==> src/rtl/hld_relock_ctrl.sv <==
// rtl/hld_relock_ctrl.sv - DLL delay-code owner that relocks on harmonic-lock detector requests
// Steps the delay code from PD up/dn, tracks lock, and reloads/blanks on Reset_PD.
module hld_relock_ctrl #(
  parameter int CODE_W     = 6,
  parameter int INIT_CODE  = 0,
  parameter int BLANK_CYC  = 8,
  parameter int LOCK_CNT   = 4,
  parameter int UNLOCK_RUN = 8,
  parameter int CNT_W      = 4
) (
  input  logic              clk_ext,
  input  logic              rst_n,
  input  logic              Reset_PD,
  input  logic              pd_up,
  input  logic              pd_dn,
  output logic [CODE_W-1:0] code,
  output logic              pd_en,
  output logic              locked,
  output logic [CNT_W-1:0]  relock_cnt
);

  localparam int BLK_W = (BLANK_CYC > 1) ? $clog2(BLANK_CYC) : 1;
  localparam int LCK_W = $clog2(LOCK_CNT + 1);
  localparam int RUN_W = $clog2(UNLOCK_RUN + 1);

  typedef enum logic [1:0] {
    S_INIT,
    S_BLANK,
    S_TRACK,
    S_LOCKED
  } state_t;

  state_t state, state_d;

  logic              req_meta, req;
  logic [BLK_W-1:0]  blank_cnt, blank_d;
  logic [LCK_W-1:0]  lock_cnt, lock_d, lock_inc;
  logic [RUN_W-1:0]  run_cnt, run_d, run_inc;
  logic              dir_vld, dir_vld_d;
  logic              dir_up, dir_up_d;
  logic [CODE_W-1:0] code_d, step_code;
  logic              pd_en_d, locked_d;
  logic [CNT_W-1:0]  relock_d;

  logic up_s, dn_s, up_only, dn_only, is_dir, qual;

  // Reset_PD is an asynchronous level from the HLD.
  always_ff @(posedge clk_ext or negedge rst_n) begin
    if (!rst_n) begin
      req_meta <= 1'b0;
      req      <= 1'b0;
    end else begin
      req_meta <= Reset_PD;
      req      <= req_meta;
    end
  end

  assign up_s    = pd_en & pd_up;
  assign dn_s    = pd_en & pd_dn;
  assign up_only = up_s & ~dn_s;
  assign dn_only = dn_s & ~up_s;
  assign is_dir  = up_only | dn_only;
  // A directional step with no prior direction counts as same-direction.
  assign qual    = ~is_dir | (dir_vld & (dir_up != up_only));

  assign lock_inc = (lock_cnt == '1) ? lock_cnt : lock_cnt + LCK_W'(1);
  assign run_inc  = (run_cnt == '1) ? run_cnt : run_cnt + RUN_W'(1);

  always_comb begin
    step_code = code;
    if (up_only && code != '1) begin
      step_code = code + CODE_W'(1);
    end else if (dn_only && code != '0) begin
      step_code = code - CODE_W'(1);
    end
  end

  always_ff @(posedge clk_ext or negedge rst_n) begin
    if (!rst_n) begin
      state <= S_BLANK;
    end else begin
      state <= state_d;
    end
  end

  always_comb begin
    state_d   = state;
    code_d    = code;
    pd_en_d   = pd_en;
    locked_d  = locked;
    relock_d  = relock_cnt;
    blank_d   = blank_cnt;
    lock_d    = lock_cnt;
    run_d     = run_cnt;
    dir_vld_d = dir_vld;
    dir_up_d  = dir_up;
    case (state)
      S_INIT: begin
        blank_d = '0;
        state_d = S_BLANK;
      end
      S_BLANK: begin
        if (req) begin
          blank_d = '0;
        end else if (blank_cnt == BLK_W'(BLANK_CYC - 1)) begin
          blank_d = '0;
          pd_en_d = 1'b1;
          state_d = S_TRACK;
        end else begin
          blank_d = blank_cnt + BLK_W'(1);
        end
      end
      S_TRACK, S_LOCKED: begin
        if (req) begin
          // Reload takes effect on the edge entering INIT.
          state_d   = S_INIT;
          code_d    = CODE_W'(INIT_CODE);
          pd_en_d   = 1'b0;
          locked_d  = 1'b0;
          lock_d    = '0;
          run_d     = '0;
          dir_vld_d = 1'b0;
          dir_up_d  = 1'b0;
          if (relock_cnt != '1) begin
            relock_d = relock_cnt + CNT_W'(1);
          end
        end else begin
          code_d = step_code;
          if (is_dir) begin
            dir_vld_d = 1'b1;
            dir_up_d  = up_only;
          end
          if (qual) begin
            lock_d = lock_inc;
            run_d  = '0;
          end else begin
            lock_d = '0;
            run_d  = run_inc;
          end
          if (state == S_TRACK && qual && lock_inc == LCK_W'(LOCK_CNT)) begin
            locked_d = 1'b1;
            state_d  = S_LOCKED;
          end
          if (state == S_LOCKED && !qual && run_inc == RUN_W'(UNLOCK_RUN)) begin
            locked_d = 1'b0;
            lock_d   = '0;
            run_d    = '0;
            state_d  = S_TRACK;
          end
        end
      end
      default: begin
        state_d = S_BLANK;
        blank_d = '0;
      end
    endcase
  end

  always_ff @(posedge clk_ext or negedge rst_n) begin
    if (!rst_n) begin
      code       <= CODE_W'(INIT_CODE);
      pd_en      <= 1'b0;
      locked     <= 1'b0;
      relock_cnt <= '0;
      blank_cnt  <= '0;
      lock_cnt   <= '0;
      run_cnt    <= '0;
      dir_vld    <= 1'b0;
      dir_up     <= 1'b0;
    end else begin
      code       <= code_d;
      pd_en      <= pd_en_d;
      locked     <= locked_d;
      relock_cnt <= relock_d;
      blank_cnt  <= blank_d;
      lock_cnt   <= lock_d;
      run_cnt    <= run_d;
      dir_vld    <= dir_vld_d;
      dir_up     <= dir_up_d;
    end
  end

endmodule

==> config.mk <==
export PLATFORM = sky130hd
export DESIGN_NAME = hld_relock_ctrl
export DESIGN_NICKNAME = d
export VERILOG_FILES = /design/src/rtl/hld_relock_ctrl.sv
export SDC_FILE = /design/constraint.sdc
export NUM_CORES = 1
export LEC_CHECK = 0
export ABC_AREA = 1
export CAP_MARGIN = 20
export CORE_ASPECT_RATIO = 0.8
export CORE_MARGIN = 3
export CORE_UTILIZATION = 35
export CTS_BUF_LIST = sky130_fd_sc_hd__clkbuf_8 sky130_fd_sc_hd__clkbuf_16
export DETAILED_ROUTE_END_ITERATION = 10
export GPL_ROUTABILITY_DRIVEN = 0
export GPL_TIMING_DRIVEN = 0
export PLACE_DENSITY_LB_ADDON = 0.2
export REMOVE_ABC_BUFFERS = 1
export SLEW_MARGIN = 20
export SYNTH_ARGS = -nofsm -noshare
export SYNTH_HDL_FRONTEND = slang
export SYNTH_SLANG_ARGS = --single-unit
==> constraint.sdc <==
create_clock -name clk_ext -period 2.2 [get_ports clk_ext]
set_clock_uncertainty 0.15 [all_clocks]
set_input_delay 0.33 -clock clk_ext [delete_from_list [all_inputs] [get_ports clk_ext]]
set_output_delay 0.33 -clock clk_ext [all_outputs]
set_load 0.005 [all_outputs]
==> results.toml <==
[timing]
setup-tns-final_ns = 0
fin_crit_sh_pct = 94.2
post-route-min-period_ns = 2.07
relSlewSlack_pct = 59.1
rsz0062_at_grt = "yes"
max_freq_ghz = 0.483
setup_viol = 0
finalHoldViolations = 0
drv_slew = 0
worstMarginPinSlew_ns = 0.614

[global_routing]
grt_use_total_pct = 13.0
grt-ovfl-total = 0
grt_start_max_net_pins = 29
grt_pass1_wl_mm = 6.08
first_global_vias = 1309
antenna_found_initial = 0

[floorplan]
coreArea_mm2 = 0.00441
start_util_pct = 38.4
die-height_um = 68.3
die-area_mm2 = 0.00572
io_pins = 17
fp-row-count = 21
die_width_um = 83.8

[cts]
path_clk_slew_ns = 0.10
cts_tree = "built"
htree_levels = 1
clk_latency_ns = 0.27
cts.sinks = 28
cts-root-buf = "clkbuf_8"
clock_path_buffers = 2
cts_made_buffers = 3

[detailed_routing]
ant_nets = 0
drt-initial-drc-count = 59
viasPerCell = 4.77
wire_per_inst_um = 11.9
drt-total-wl_mm = 3.42
firstDrtPassIters = 4
drc = 0
vias = 1375

[layout]
final_nets = 249
most-common-layout-cells = "60 x nand2_1, 23 x dfrtp_1, 18 x inv_1"
seq_area_um2 = 707
num-fill-cells = 446
final_common_cell = "nand2_1"
fin_cells = 288
antennaDiodeCount = 0
drive_above_1_share_pct = 18.2
area_delta_synth_final_pct = 24.6
multiInputGateArea_um2 = 982

[power]
p_per_area_mw_per_mm2 = 1020
ir_worst_vdd_v = 0.000549
p_leak_uw = 0.000958
total_power_uw = 2160

[synthesis]
yosysSeqAreaShare_pct = 41.4
synth_area_leader_cell = "dfrtp_1"
synth_top_area_share_pct = 39.9
netlist_top_cells_area = "dfrtp_1 40%, nand2_1 14%, ha_1 8.1%"
ys_seq_elements = 28
syn_inst = 208
netlist_area_mm2 = 0.00170
syn_avg_cell_area_um2 = 8.15
ys_types = 29
synth_warnings = 0

[setup_path]
cp_max_fo = 7
crit_arrival_ns = 2.10
start_kind = "primary input"
critPathCaptureType = "flip-flop"
startpoint = "pd_up"
r2r_start = "code[5]"
critical_path_required_ns = 2.22
crit_type = "primary input to flip-flop"

[placement]
portBuffers = 16
dpl.cell_count = 280
post-dp-hpwl_mm = 2.45

[flow_run]
maxCapViolCount = 0

[min_path]
hold_class = "flip-flop to flip-flop"
min_from = "req_meta"

[run_status]
outcome = "finished, final reports clean"
-- flip-flops by register name, summed over array words and instances, names as in the netlist --
signal and cells:
locked 1, blank_cnt 3, dir_vld 1, relock_cnt 4, lock_cnt 3, dir_up 1
state 2, pd_en 1, run_cnt 4, req 1, req_meta 1, code 6
-- power by group --
part           total, µW  leakage (µW)  switching [µW]  internal, µW
clock network        407     0.0000357             164           244
registers            831      0.000361             175           655
logic                925      0.000562             463           461
total               2160      0.000958             802          1360
-- cell families (layout without fill, tap and decap cells) --
logic type | count (synthesis) | count (layout) | synth area share [%]
buffers and inverters | 26 | 49 | 5.98
AOI/OAI and AO/OA | 29 | 29 | 11.0
and+or+nand+nor | 107 | 107 | 29.2
xor gates and xnor gates | 6 | 6 | 3.10
adders and majority gates | 12 | 12 | 9.30
DFF | 28 | 28 | 41.4
-- area by class of cell --
class,count,share of cell area [%]
flip-flops and latches,28,33.5
multi-input cells,154,46.5
well taps,57,3.37
clock buffers,3,1.95
repair buffers,20,8.88
clock inverters,1,1.42
inverters,25,4.44
-- worst max-delay path, stage by stage --
cell and delay (ns):
clkdlybuf4s50_1 0.48, nand2_2 0.07, inv_2 0.07, ha_4 0.17, nand2_8 0.09, ha_4 0.25
a21oi_4 0.14, o21ai_0 0.08, a21oi_1 0.18, nand3_1 0.10, nand3b_1 0.08, nand2_1 0.05
-- worst paths after layout --
| kind | to | slack, ns | cells after the start |
|---|---|---|---|
| setup reg to reg | code[4] | 0.14 | 10 |
| min in group asynchronous | run_cnt[2] | 0.44 | 2 |
| setup / recovery | code[5] | 0.13 | 12 |
| hold reg to reg | req | 0.21 | 0 |
| max in group asynchronous | code[3] | 1.02 | 2 |
| hold / removal | req | 0.21 | 0 |
-- per-layer routing --
| layer | up-vias | track usage, % | share of wire (%) |
|---|---|---|---|
| met5 | - | 0 | 0 |
| met4 | 0 | 2.41 | 0.56 |
| met3 | 2 | 3.25 | 3.5 |
| met2 | 22 | 20.5 | 42 |
| met1 | 623 | 18.5 | 54 |
| li1 | 728 | - | - |
-- Yosys cell counts --
master / n
inv_2: 6
nand3_4: 1
fa_1: 1
o21bai_4: 1
o21ai_0: 9
xnor2_1: 4
dfstp_2: 1
inv_1: 19
nor2_4: 3
nand3b_1: 2
a32o_1: 3
a21oi_1: 7
o21ai_1: 3
xor2_1: 2
ha_1: 11
nand4_1: 3
buf_4: 1
nor2_1: 18
o21bai_1: 1
nor2_2: 1
nand2_2: 5
nand2_1: 61
dfrtp_1: 27
o22ai_1: 3
nand2_4: 1
nand3_2: 1
o41ai_1: 1
a211oi_1: 1
nand3_1: 11
-- per-stage QoR --
stage / setup WS [ns] / hold slack, ns / area (µm²) / util, %
global route: -0.00706 / 0.231 / 2110 / 47.9
global placement: -0.418 / 0.181 / 1920 / 43.5
CTS: 0.00692 / 0.210 / 2030 / 45.9
detailed placement: -0.462 / 0.185 / 1910 / 43.4
floorplan: 0.173 / -0.116 / 1690 / -
finish: 0.128 / 0.206 / 2110 / 47.9
-- what timing repair did --
action / 4_1_cts / 5_1_grt
endpoints found under the setup margin: 3 / 3
resized for setup: 4 / 16
hold buffers: 1 / 0
pin swaps: 0 / 1
hold endpoints to repair: 27 / 0
setup buffers: 0 / 3
No activity file was read; power rests on OpenSTA's default activity.
